==> src/rtl/chunk_serial_adder.sv <==
// Multi-cycle adder, CHUNK bits per clock, LSB chunk first; done NCH+1 cycles after accepted start.
// Starts while busy are ignored. CHUNK_SERIAL_ADDER_SUB_EN adds a sub port (z = x - y - cin).
`timescale 1ns/1ps
module chunk_serial_adder #(
  parameter int WIDTH = 32,
  parameter int CHUNK = 8
) (
  input  logic             clk,
  input  logic             rst,
  input  logic             start,
  input  logic [WIDTH-1:0] x,
  input  logic [WIDTH-1:0] y,
  input  logic             cin,
`ifdef CHUNK_SERIAL_ADDER_SUB_EN
  input  logic             sub,
`endif
  output logic             busy,
  output logic             done,
  output logic [WIDTH-1:0] z,
  output logic             cout,
  output logic             ovf
);

  localparam int NCH = WIDTH / CHUNK;
  localparam int IW  = (NCH > 1) ? $clog2(NCH) : 1;
  localparam logic [IW-1:0] LAST_IDX = IW'(NCH - 1);

  typedef enum logic [1:0] {IDLE, RUN, DONE} state_t;

  state_t           state_q, state_d;
  logic [IW-1:0]    idx_q, idx_d;
  logic [WIDTH-1:0] xa_q, xa_d;
  logic [WIDTH-1:0] yb_q, yb_d;
  logic [WIDTH-1:0] acc_q, acc_d;
  logic             carry_q, carry_d;
  logic             busy_q, busy_d;
  logic             done_q, done_d;
  logic [WIDTH-1:0] z_q, z_d;
  logic             cout_q, cout_d;
  logic             ovf_q, ovf_d;

  logic [31:0]      base;
  logic [CHUNK-1:0] xc, yc;
  logic [CHUNK:0]   csum;
  logic             msb_cin;
  logic             accept;

  always_comb begin
    base    = 32'(idx_q) * 32'(CHUNK);
    xc      = xa_q[base +: CHUNK];
    yc      = yb_q[base +: CHUNK];
    csum    = {1'b0, xc} + {1'b0, yc} + (CHUNK+1)'(carry_q);
    // Carry into the top bit of the chunk, recovered from its sum bit.
    msb_cin = xc[CHUNK-1] ^ yc[CHUNK-1] ^ csum[CHUNK-1];
    accept  = start && (state_q != RUN);

    state_d = state_q;
    idx_d   = idx_q;
    xa_d    = xa_q;
    yb_d    = yb_q;
    acc_d   = acc_q;
    carry_d = carry_q;
    busy_d  = busy_q;
    done_d  = 1'b0;
    z_d     = z_q;
    cout_d  = cout_q;
    ovf_d   = ovf_q;

    case (state_q)
      RUN: begin
        acc_d[base +: CHUNK] = csum[CHUNK-1:0];
        carry_d = csum[CHUNK];
        idx_d   = idx_q + 1'b1;
        if (idx_q == LAST_IDX) begin
          state_d = DONE;
          idx_d   = '0;
          busy_d  = 1'b0;
          done_d  = 1'b1;
          z_d     = acc_d;
          cout_d  = csum[CHUNK];
          ovf_d   = msb_cin ^ csum[CHUNK];
        end
      end
      DONE:    state_d = IDLE;
      IDLE:    state_d = IDLE;
      default: state_d = IDLE;
    endcase

    if (accept) begin
      state_d = RUN;
      idx_d   = '0;
      acc_d   = '0;
      busy_d  = 1'b1;
      xa_d    = x;
`ifdef CHUNK_SERIAL_ADDER_SUB_EN
      yb_d    = sub ? ~y : y;
      carry_d = sub ? ~cin : cin;
`else
      yb_d    = y;
      carry_d = cin;
`endif
    end
  end

  always_ff @(posedge clk) begin
    if (rst) begin
      state_q <= IDLE;
      idx_q   <= '0;
      xa_q    <= '0;
      yb_q    <= '0;
      acc_q   <= '0;
      carry_q <= 1'b0;
      busy_q  <= 1'b0;
      done_q  <= 1'b0;
      z_q     <= '0;
      cout_q  <= 1'b0;
      ovf_q   <= 1'b0;
    end else begin
      state_q <= state_d;
      idx_q   <= idx_d;
      xa_q    <= xa_d;
      yb_q    <= yb_d;
      acc_q   <= acc_d;
      carry_q <= carry_d;
      busy_q  <= busy_d;
      done_q  <= done_d;
      z_q     <= z_d;
      cout_q  <= cout_d;
      ovf_q   <= ovf_d;
    end
  end

  assign busy = busy_q;
  assign done = done_q;
  assign z    = z_q;
  assign cout = cout_q;
  assign ovf  = ovf_q;

endmodule

==> config.mk <==
export PLATFORM = sky130hd
export DESIGN_NAME = chunk_serial_adder
export DESIGN_NICKNAME = d
export VERILOG_FILES = /design/src/rtl/chunk_serial_adder.sv
export SDC_FILE = /design/constraint.sdc
export NUM_CORES = 1
export LEC_CHECK = 0
export CAP_MARGIN = 40
export CORE_MARGIN = 4
export CORE_UTILIZATION = 35
export DETAILED_ROUTE_END_ITERATION = 8
export PLACE_DENSITY = 0.65
export SLEW_MARGIN = 20
export SYNTH_ARGS = -nofsm -noshare
export SYNTH_HDL_FRONTEND = slang
export SYNTH_SLANG_ARGS = --single-unit
==> constraint.sdc <==
create_clock -name clk -period 8.3 [get_ports clk]
set_clock_uncertainty 0.05 [all_clocks]
set_input_delay 1.66 -clock clk [delete_from_list [all_inputs] [get_ports clk]]
set_output_delay 1.66 -clock clk [all_outputs]
set_load 0.01 [all_outputs]
==> results of run 1 <==
==> cell usage in the layout (no fill, tap or decap), types with 16 or more instances in the layout <==
cell                              count
sky130_fd_sc_hd__dfxtp_1            137
sky130_fd_sc_hd__nand2_1            167
sky130_fd_sc_hd__o21ai_0             27
sky130_fd_sc_hd__a22oi_1             28
sky130_fd_sc_hd__a211oi_1            16
sky130_fd_sc_hd__mux4_2              16
sky130_fd_sc_hd__clkbuf_16           17
sky130_fd_sc_hd__clkdlybuf4s50_1    102
sky130_fd_sc_hd__nor2_1              43
sky130_fd_sc_hd__a21oi_1             82
==> sequential cells by signal, summed over array words and instances, names as in the netlist <==
signal / count
cout: 1
yb_q: 32
z: 32
busy: 1
state_q: 2
xa_q: 32
idx_q: 2
done: 1
acc_q: 32
carry_q: 1
ovf: 1
==> worst register-to-register path, cell delays in order, from the launching register on <==
cell and delay (ps):
sky130_fd_sc_hd__dfxtp_1 460, sky130_fd_sc_hd__buf_4 400, sky130_fd_sc_hd__mux4_2 610, sky130_fd_sc_hd__fa_1 490
sky130_fd_sc_hd__fa_1 420, sky130_fd_sc_hd__nand3_1 120, sky130_fd_sc_hd__a21oi_1 80, sky130_fd_sc_hd__o41ai_1 620
sky130_fd_sc_hd__xor2_1 320, sky130_fd_sc_hd__o21ai_1 90
==> where the power goes <==
group          internal [mW]  switching [mW]
logic                 0.0735          0.0971
clock network          0.619           0.282
registers              0.681          0.0117
==> final timing paths <==
check,start,end,slack [ps],depth (start not counted)
max reg2reg,idx_q[0]$_SDFFE_PP0P_,ovf$_SDFFE_PP0P_,4530,9
max,idx_q[0]$_SDFFE_PP0P_,ovf$_SDFFE_PP0P_,4530,9
min reg2reg,z[2]$_SDFFE_PP0P_,z[2]$_SDFFE_PP0P_,400,2
min,z[2]$_SDFFE_PP0P_,z[2]$_SDFFE_PP0P_,400,2
==> cells in the mapped netlist (2+ instances only) <==
cell type and count:
sky130_fd_sc_hd__nand2_1 168, sky130_fd_sc_hd__dfxtp_1 137, sky130_fd_sc_hd__a21oi_1 82, sky130_fd_sc_hd__nor2_1 43, sky130_fd_sc_hd__a22oi_1 28, sky130_fd_sc_hd__o21ai_0 27, sky130_fd_sc_hd__clkbuf_1 23, sky130_fd_sc_hd__a211oi_1 16
sky130_fd_sc_hd__mux4_2 16, sky130_fd_sc_hd__nor2b_1 15, sky130_fd_sc_hd__ha_1 13, sky130_fd_sc_hd__nand3_1 12, sky130_fd_sc_hd__o21ai_1 9, sky130_fd_sc_hd__buf_1 8, sky130_fd_sc_hd__buf_2 8, sky130_fd_sc_hd__inv_1 7
sky130_fd_sc_hd__a222oi_1 4, sky130_fd_sc_hd__nand2b_1 4, sky130_fd_sc_hd__xor2_1 4, sky130_fd_sc_hd__and3_1 3, sky130_fd_sc_hd__o21a_1 3, sky130_fd_sc_hd__a21o_1 2, sky130_fd_sc_hd__a21oi_2 2, sky130_fd_sc_hd__fa_1 2
==> final cells by class <==
cell class	instances	area (µm²)
fill	1550	8240
sequential	137	2740
multi-input combinational	467	2730
timing repair buffer	112	1100
clock buffer	21	470
tap	216	270
clock inverter	11	239
inverter	8	30.0
==> cell families after synthesis <==
| group | after synthesis | share of synthesized area |
|---|---|---|
| flops | 137 | 0.485 |
| mux | 16 | 0.0638 |
| fa+ha+maj | 15 | 0.0359 |
| buf+inv | 47 | 0.0330 |
| xor+xnor | 5 | 0.00908 |
| compound gates | 177 | 0.186 |
| simple gates | 254 | 0.187 |
==> metal layers <==
layer | track usage | vias to the layer above
met5 | 0 | -
met4 | 0.0465 | 0
met3 | 0.0384 | 16
met2 | 0.263 | 120
met1 | 0.230 | 2223
li1 | - | 2447
==> per-stage QoR <==
step | hold WS, ps | worst slack (ps) | total power [mW]
final | 399 | 4530 | 1.76
after global routing | 420 | 4290 | 1.83
after CTS | 402 | 4500 | 1.78
after detailed placement | 393 | 4420 | 0.876
after global placement | 386 | 3830 | 0.874
after floorplan | 383 | 5170 | 0.807
==> Implementation_results.wiki, run 1 <==
{| class="wikitable"
! Metric !! Value
|-
| Status || finished, final reports clean
|-
| DP Area || 6870 µm²
|-
| Number of levels in the clock H-tree || 4
|-
| Ratio of final minimum period to clock period || 0.455
|-
| Dominant delay contributor by cell family on the critical path || adder cells
|-
| WL met1 || around 6900 µm
|-
| Critical path cell sequence || buf_4 -> mux4_2 -> fa_1 -> fa_1 -> nand3_1 -> a21oi_1 -> o41ai_1 -> xor2_1 -> o21ai_1
|-
| Core box area || between 15000 and 20000 µm²
|-
| Number of rows in the core area || between 40 and 50
|-
| Total of max-cap violations || 0
|-
| Data arrival at the endpoint of the critical path || 4020 ps
|-
| Power per unit of standard cell area || 233 nW/µm²
|-
| Wire length after detailed routing || ~15000 µm
|-
| Kind of capture point of the worst setup path || flip-flop
|-
| Vias in the first global route || approximately 4600
|-
| Total CTS buffers || 17
|-
| Resize count post-CTS || 0
|-
| Die Y || around 140 µm
|-
| Worst relative slew slack || 0.445
|-
| Pin count of the biggest net entering global routing || 70
|-
| GRT overflow || 0
|-
| Number of primary I/O pins || between 100 and 150
|-
| Drc violations || 0
|-
| Clk Latency, worst-skew pair || between 400 and 500 ps
|-
| Antenna Diode Count || 0
|-
| Area share of the largest cell type after synthesis || 0.485
|-
| Weighted congestion reported at the end of routability-driven placement || a little under 0.8
|-
| Sum of met3 wire segment lengths after detailed routing || ~680 µm
|-
| CP max-delay cell || sky130_fd_sc_hd__o41ai_1
|-
| Number of nets in the layout || just over 800
|-
| Number of synthesized register bits || 137
|-
| Highest metal layer with signal wires || met4
|-
| Count of hold-fix buffers inserted at cts || 0
|-
| Pins over their slew limit || 0
|-
| Width of the chip || 135 µm
|-
| Post-synthesis instance total || approximately 650
|-
| Detail-routed net length per standard cell || about 15 µm
|-
| Maximum fanout count along the critical path || 19
|-
| Via density || slightly below 5
|-
| Post-synth EDFFs || 0
|-
| Ys async rst share || 0
|-
| Synth Cell Area || around 5700 µm²
|-
| Fraction of final layout cells with drive strength greater than 1 || 0.0847
|-
| Length of routed met2 wiring || a little under 7000 µm
|-
| Final-report hold violation count || 0
|-
| Average cell area after synthesis || around 8.7 µm²
|-
| Sinks on Clock Net || about 140
|-
| Sequential element share of the synthesized area || 0.485
|-
| Post-Route Setup TNS || 0 ps
|-
| Number of instances in the placed design || around 940
|-
| Setup crit start kind || flip-flop
|-
| First-pass GRT wire length || 24200 µm
|-
| # port buffers || 103
|-
| Aggregate global-route resource usage || 0.166
|-
| Count of non-filler cells in the finished layout || between 900 and 1000
|-
| Clock Tree Root || sky130_fd_sc_hd__clkbuf_16
|-
| Largest area contributor in the netlist || sky130_fd_sc_hd__dfxtp_1
|-
| TritonCTS clock tree || built
|-
| Syn. warnings || 0
|-
| Antenna violations before repair || 0
|-
| Post-synth net total || 734
|-
| Top achievable clock speed || about 260 MHz
|-
| Top flip-flop cell by instance count after synthesis || sky130_fd_sc_hd__dfxtp_1
|-
| # Post-CTS Setup Buffers || 0
|-
| Worst Setup Path Type || reg -> reg
|-
| Unique masters post-synth || 39
|-
| Most frequent CP cell || sky130_fd_sc_hd__fa_1
|-
| Antenna viol nets, final || 0
|-
| Total non-filler cell area in the finished layout || between 7000 and 8000 µm²
|-
| Unrepaired setup endpoints after global routing || no
|-
| Slew at the pin closest to its max-slew limit || ~830 ps
|-
| Final design utilization || 0.479
|-
| DIE AREA || roughly 18000 µm²
|-
| Initial core utilization || 0.357
|-
| Maximum buffer depth of the clock tree || 2
|-
| Final critical path time including I/O delays and setup || approximately 3800 ps
|-
| Violation count after the first detailed-routing iteration || 364
|-
| Largest cells by area after synthesis || sky130_fd_sc_hd__dfxtp_1 (49%), sky130_fd_sc_hd__nand2_1 (11%), sky130_fd_sc_hd__a21oi_1 (7.3%)
|-
| Layout Area Growth over Synthesis || 34.2%
|-
| Type of the tightest min-delay check || reg -> reg
|-
| Worst stage delay on the critical path || 620 ps
|-
| Clock slew seen by the registers of the worst setup and hold paths || 60 ps
|-
| Worst path bufs/invs || 1
|-
| Dpl hpwl || between 9000 and 10000 µm
|-
| Initial DRT Pass Iterations || 5
|-
| Required time reported for the critical path endpoint || between 8000 and 9000 ps
|-
| Setup violators final || 0
|-
| IR Drop Worst-Case VDD || around 0.16 mV
|-
| Cell leakage power || ~2.8 nW
|-
| Detailed-route via count || 4806
|}
Power figures use the tool's default switching activity.
==> run 2, diff against run 1 <==
==> constraint.sdc (replaced) <==
create_clock -name clk -period 3.6 [get_ports clk]
set_clock_uncertainty 0.05 [all_clocks]
set_input_delay 0.72 -clock clk [delete_from_list [all_inputs] [get_ports clk]]
set_output_delay 0.72 -clock clk [all_outputs]
set_load 0.01 [all_outputs]
==> Implementation_results.wiki, run 2 (same netlist as run 1, synthesis figures left out) <==
{| class="wikitable"
! Metric !! Value
|-
| Status || finished, final reports clean
|-
| Worst relative slew slack || 0.463 (+0.0172)
|-
| IR Drop Worst-Case VDD || 0.348 mV (+110%)
|-
| Net switching fraction of the power || 0.227 (+0.00580)
|-
| Unrepaired setup endpoints after global routing || no
|-
| Core box area || 15800 µm² (unchanged)
|-
| DIE AREA || 18200 µm² (unchanged)
|-
| Violation count after the first detailed-routing iteration || 283 (-22%)
|-
| Dpl hpwl || 10600 µm (+6.1%)
|-
| CP max-delay cell || sky130_fd_sc_hd__mux4_2
|-
| Most common cell after layout, fill and taps aside || sky130_fd_sc_hd__nand2_1
|-
| Initial DRT Pass Iterations || 5 (unchanged)
|-
| # Post-CTS Setup Buffers || 0 (unchanged)
|-
| Post-Route Setup TNS || 0 ps (unchanged)
|-
| Pin count of the biggest net entering global routing || 69 (-1.4%)
|-
| Maximum fanout count along the critical path || 17 (-2)
|-
| Worst reg2reg path depth || 8 (-1)
|-
| Aggregate global-route resource usage || 0.170 (+0.00398)
|-
| Vias in the first global route || 4721 (+2.4%)
|-
| Clock slew seen by the registers of the worst setup and hold paths || 60 ps (about the same)
|-
| Wire length after detailed routing || 14900 µm (+1.9%)
|-
| Maximum buffer depth of the clock tree || 2 (unchanged)
|-
| Number of instances in the placed design || 945 (+0.64%)
|-
| Number of rows in the core area || 46 (unchanged)
|-
| Final-report hold violation count || 0 (unchanged)
|-
| Total internal power || 2.97 mW (+120%)
|-
| Switching power total || 875 µW (+120%)
|-
| Count of hold-fix buffers inserted at cts || 0 (unchanged)
|-
| Power per unit of standard cell area || 510 nW/µm² (+120%)
|-
| Fraction of final layout cells with drive strength greater than 1 || 0.0880 (+0.00339)
|-
| Die Y || 135 µm (unchanged)
|-
| Leading cell types in the layout, fill and taps excluded || sky130_fd_sc_hd__nand2_1 (167), sky130_fd_sc_hd__dfxtp_1 (137), sky130_fd_sc_hd__clkdlybuf4s50_1 (102)
|-
| Count of non-filler cells in the finished layout || 977 (+0.51%)
|-
| Total CTS buffers || 17 (unchanged)
|-
| Width of the chip || 135 µm (unchanged)
|-
| Setup violators final || 0 (unchanged)
|-
| First-pass GRT wire length || 24500 µm (+1.3%)
|-
| # port buffers || 103 (unchanged)
|-
| Cell leakage power || 2.81 nW (-0.22%)
|-
| Antenna violations before repair || 0 (unchanged)
|-
| Sequential cell fraction of total power || 0.416 (+0.023)
|-
| Reg2Reg Launch Point || idx_q[0]$_SDFFE_PP0P_
|-
| Clk Latency, worst-skew pair || 420 ps (about the same)
|-
| Number of nets in the layout || 831 (+0.61%)
|-
| Kind of capture point of the worst setup path || flip-flop
|-
| Initial core utilization || 0.357 (unchanged)
|-
| Clock Tree Root || sky130_fd_sc_hd__clkbuf_16
|-
| Setup crit start kind || flip-flop
|-
| Worst hold path startpoint || yb_q[18]$_SDFFE_PP0P_
|-
| Antenna Diode Count || 0 (unchanged)
|-
| Critical path cell sequence || buf_4 -> mux4_2 -> ha_1 -> a21o_1 -> a311oi_1 -> a21oi_2 -> xnor2_2 -> o21ai_1
|-
| Pins over their slew limit || 0 (unchanged)
|-
| Clock network power share || 0.481 (-0.030)
|-
| Filler cells || 1496 (-3.5%)
|-
| TritonCTS clock tree || built
|-
| Antenna viol nets, final || 0 (unchanged)
|-
| Sinks on Clock Net || 137 (unchanged)
|-
| Layout Area Growth over Synthesis || 33.4%
|-
| Drc violations || 0 (unchanged)
|-
| Resize count post-CTS || 0 (unchanged)
|-
| Weighted congestion reported at the end of routability-driven placement || 0.836 (+5.9%)
|-
| GRT overflow || 0 (unchanged)
|-
| Ratio of final minimum period to clock period || 0.878 (+0.423)
|-
| Required time reported for the critical path endpoint || 3830 ps (-4710 ps)
|-
| Top achievable clock speed || 316 MHz (+19%)
|-
| Critical path origin || idx_q[0]$_SDFFE_PP0P_
|-
| Type of the tightest min-delay check || reg -> reg
|-
| Total power || 3.85 mW (+120%)
|-
| Data arrival at the endpoint of the critical path || 3390 ps (-630 ps)
|-
| Number of primary I/O pins || 104 (unchanged)
|-
| Final critical path time including I/O delays and setup || 3160 ps (-613 ps)
|-
| Detail-routed net length per standard cell || 15.3 µm (+1.4%)
|-
| Worst stage delay on the critical path || 550 ps (-70 ps)
|-
| Via density || 4.98 (+0.81%)
|-
| Worst Setup Path Type || reg -> reg
|-
| Total of max-cap violations || 0 (unchanged)
|-
| Number of levels in the clock H-tree || 4 (unchanged)
|-
| Slew at the pin closest to its max-slew limit || 803 ps (-25.4 ps)
|-
| Cells on Worst Hold Path || 2 (unchanged)
|-
| Detailed-route via count || 4870 (+1.3%)
|-
| Portion of total power attributed to combinational logic || 0.103 (+0.006)
|}
run 2: changes by cell type in the layout (fill, tap and decap cells not counted), sizes merged:
| cell | before | now |
|---|---|---|
| clkinvlp | 2 | 0 |
| clkbuf | 21 | 24 |
| inv | 9 | 8 |
| clkinv | 1 | 4 |
| buf | 10 | 15 |
| bufinv | 7 | 4 |
run 2: final cells by class:
class / instances / area, µm² / share of cell area
Inverter: 8 / 30.0 / 0.00398
Timing Repair Buffer: 117 / 1130 / 0.151
Clock buffer: 24 / 492 / 0.0652
Tap cell: 216 / 270 / 0.0359
Multi-Input combinational cell: 467 / 2730 / 0.362
Clock inverter: 8 / 140 / 0.0186
Sequential cell: 137 / 2740 / 0.364
run 2: worst max-delay path: cells and delay by family, from the launching register on:
family                   cells  cell delay, ps
multiplexers                 1             550
flip-flops                   1             460
adder cells (fa/ha/maj)      1             400
AO/OA/AOI/OAI                4             800
XOR/XNOR                     1             440
buffers and inverters        1             340
run 2: through the flow:
stage / instance area [µm²] / util / setup slack (ps) / hold WS (ps)
floorplan: 5650 / - / 468 / 383
global placement: 6890 / 0.436 / 557 / 386
detailed placement: 6910 / 0.436 / 459 / 395
CTS: 7540 / 0.476 / 438 / 403
global route: 7540 / 0.476 / 236 / 419
finish: 7540 / 0.476 / 439 / 400
run 2: power groups by stage:
stage               Combinational (mW)  Sequential (mW)  Clock (mW)
finish                           0.397             1.60        1.85
global route                     0.440             1.61        1.94
CTS                              0.398             1.60        1.87
detailed placement               0.395             1.63           0
global placement                 0.391             1.63           0
floorplan                        0.239             1.62           0
run 2: final timing paths:
check                                        endpoint  slack, ps
worst max register to register     z[15]$_SDFFE_PP0P_        440
worst min register to register  yb_q[18]$_SDFFE_PP0P_        400
worst max-delay path               z[15]$_SDFFE_PP0P_        440
worst min-delay path            yb_q[18]$_SDFFE_PP0P_        400
run 2: per-layer routing:
metal / share of wire / GRT usage
met5: 0 / 0
met4: 0.012 / 0.0521
met3: 0.056 / 0.0414
met2: 0.46 / 0.270
met1: 0.47 / 0.232
==> run 3, diff against run 2 <==
--- a/config.mk
+++ b/config.mk
@@ -6,6 +6,7 @@
 export NUM_CORES = 1
 export LEC_CHECK = 0
 export CAP_MARGIN = 40
+export CORE_ASPECT_RATIO = 0.5
 export CORE_MARGIN = 4
 export CORE_UTILIZATION = 35
 export DETAILED_ROUTE_END_ITERATION = 8
==> Implementation_results.wiki, run 3 (same netlist as run 1, synthesis figures left out) <==
{| class="wikitable"
! Metric !! Value
|-
| Status || finished, final reports clean
|-
| Fraction of final layout cells with drive strength greater than 1 || 0.0870 (-0.00109)
|-
| Number of instances in the placed design || 931 (-1.5%)
|-
| Post-Route Setup TNS || 0 ps (unchanged)
|-
| GRT overflow || 0 (unchanged)
|-
| Initial DRT Pass Iterations || 6 (+1)
|-
| Weighted congestion reported at the end of routability-driven placement || 0.861 (+3.1%)
|-
| Width of the chip || 188 µm (+39%)
|-
| Top achievable clock speed || 323 MHz (+2.1%)
|-
| Worst Setup Path Type || reg -> reg
|-
| Setup crit start kind || flip-flop
|-
| Final critical path time including I/O delays and setup || 3100 ps (-65.9 ps)
|-
| Wire length after detailed routing || 15100 µm (+1.0%)
|-
| Clock Tree Root || sky130_fd_sc_hd__clkbuf_16
|-
| Number of primary I/O pins || 104 (unchanged)
|-
| Initial core utilization || 0.362 (+0.00486)
|-
| # Post-CTS Setup Buffers || 0 (unchanged)
|-
| Type of the tightest min-delay check || reg -> reg
|-
| Pins over their slew limit || 0 (unchanged)
|-
| Setup violators final || 0 (unchanged)
|-
| Dpl hpwl || 10800 µm (+1.7%)
|-
| Final design utilization || 0.481 (+0.00472)
|-
| Ratio of final minimum period to clock period || 0.860 (-0.0183)
|-
| Kind of capture point of the worst setup path || flip-flop
|-
| Worst relative slew slack || 0.484 (+0.0209)
|-
| Antenna viol nets, final || 0 (unchanged)
|-
| Slew at the pin closest to its max-slew limit || 772 ps (-31.5 ps)
|-
| Maximum buffer depth of the clock tree || 2 (unchanged)
|-
| Count of hold-fix buffers inserted at cts || 0 (unchanged)
|-
| Total of max-cap violations || 0 (unchanged)
|-
| Count of non-filler cells in the finished layout || 963 (-1.4%)
|-
| Vias in the first global route || 4799 (+1.7%)
|-
| Worst hold path startpoint || yb_q[28]$_SDFFE_PP0P_
|-
| Pin count of the biggest net entering global routing || 66 (-4.3%)
|-
| IR Drop Worst-Case VDD || 0.256 mV (-26%)
|-
| Power per unit of standard cell area || 517 nW/µm² (+1.3%)
|-
| Cell leakage power || 2.80 nW (-0.50%)
|-
| Critical path origin || idx_q[0]$_SDFFE_PP0P_
|-
| Violation count after the first detailed-routing iteration || 320 (+13%)
|-
| Final-report hold violation count || 0 (unchanged)
|-
| Most common cell after layout, fill and taps aside || sky130_fd_sc_hd__nand2_1
|-
| Number of levels in the clock H-tree || 4 (unchanged)
|-
| Data arrival at the endpoint of the critical path || 3320 ps (-70 ps)
|-
| Maximum fanout count along the critical path || 8 (-9)
|-
| Antenna violations before repair || 0 (unchanged)
|-
| Antenna Diode Count || 0 (unchanged)
|-
| End of the critical path || z[30]$_SDFFE_PP0P_
|-
| Leading cell types in the layout, fill and taps excluded || sky130_fd_sc_hd__nand2_1 (167), sky130_fd_sc_hd__dfxtp_1 (137), sky130_fd_sc_hd__clkdlybuf4s50_1 (102)
|-
| Clock slew seen by the registers of the worst setup and hold paths || 60 ps (about the same)
|-
| Required time reported for the critical path endpoint || 3830 ps (about the same)
|-
| Worst hold slack || 403 ps (+3.19 ps)
|-
| Clk Latency, worst-skew pair || 420 ps (about the same)
|-
| First-pass GRT wire length || 24600 µm (+0.67%)
|-
| Total CTS buffers || 17 (unchanged)
|-
| Detailed-route via count || 4918 (+0.99%)
|-
| Place WS || 550 ps (+91.4 ps)
|-
| Sinks on Clock Net || 137 (unchanged)
|-
| Reg-to-Reg End || z[30]$_SDFFE_PP0P_
|-
| Via density || 5.11 (+2.5%)
|-
| Minimum setup slack in the final design || 505 ps (+65.9 ps)
|-
| Unrepaired setup endpoints after global routing || no
|-
| # port buffers || 103 (unchanged)
|-
| DIE AREA || 18400 µm² (+0.68%)
|-
| Reg2Reg Launch Point || idx_q[0]$_SDFFE_PP0P_
|-
| Worst reg2reg setup slack || 500 ps (+70 ps)
|-
| Layout Area Growth over Synthesis || 32.9%
|-
| Drc violations || 0 (unchanged)
|-
| Die Y || 97.8 µm (-28%)
|-
| TritonCTS clock tree || built
|-
| Core box area || 15600 µm² (-1.3%)
|-
| Number of rows in the core area || 32 (-30%)
|-
| Worst reg2reg path depth || 8 (unchanged)
|-
| Number of nets in the layout || 829 (-0.24%)
|-
| Aggregate global-route resource usage || 0.165 (-0.00548)
|-
| Resize count post-CTS || 0 (unchanged)
|-
| Detail-routed net length per standard cell || 15.7 µm (+2.5%)
|}
## run 3: area by class of cell
cell class                      count  area [µm²]
Fill cell                        1493        8110
Sequential cell                   137        2740
Multi-Input combinational cell    467        2730
Timing Repair Buffer              115        1120
Clock buffer                       22         474
Tap cell                          204         255
Clock inverter                     10         164
Inverter                            8        30.0
## run 3: through the flow
| stage | power [mW] | instance area, µm² |
|---|---|---|
| 5_1_grt | 4.02 | 7510 |
| 4_1_cts | 3.90 | 7510 |
| 3_3_place_gp | 2.02 | 6870 |
| 6_report | 3.88 | 7510 |
| 3_5_place_dp | 2.03 | 6870 |
| 2_1_floorplan | 1.86 | 5650 |
## run 3: layer usage
layer  global-route usage  up-vias  part of all wire
met5                    0        -                 0
met4               0.0564        0             0.013
met3               0.0325       21             0.040
met2                0.266      100              0.46
met1                0.224     2345              0.48
li1                     -     2452                 -
## run 3: report_power, final
part | switching (mW) | leakage (nW) | total, mW | internal [mW]
sequential | 0.0297 | 1.12 | 1.60 | 1.57
clock | 0.667 | 0.311 | 1.89 | 1.22
combinational | 0.223 | 1.37 | 0.398 | 0.175
total | 0.919 | 2.80 | 3.88 | 2.96
## run 3: worst min-delay path by stage
| stage | endpoint | slack (ps) | cells after the start |
|---|---|---|---|
| after global placement | yb_q[29]$_SDFFE_PP0P_ | 390 | 2 |
| after floorplan | xa_q[16]$_SDFFE_PP0P_ | 380 | 2 |
| after global routing | xa_q[17]$_SDFFE_PP0P_ | 420 | 2 |
| after CTS | yb_q[22]$_SDFFE_PP0P_ | 400 | 2 |
| final | yb_q[28]$_SDFFE_PP0P_ | 400 | 2 |
| after detailed placement | z[2]$_SDFFE_PP0P_ | 390 | 2 |
## run 3: worst max-delay path, cell delays in order (launching register included)
cell	delay (ps)
sky130_fd_sc_hd__dfxtp_1	420
sky130_fd_sc_hd__mux4_2	540
sky130_fd_sc_hd__fa_1	480
sky130_fd_sc_hd__fa_1	430
sky130_fd_sc_hd__nand3_1	120
sky130_fd_sc_hd__a21oi_1	90
sky130_fd_sc_hd__nor2_1	130
sky130_fd_sc_hd__xor2_1	520
sky130_fd_sc_hd__o21ai_0	180
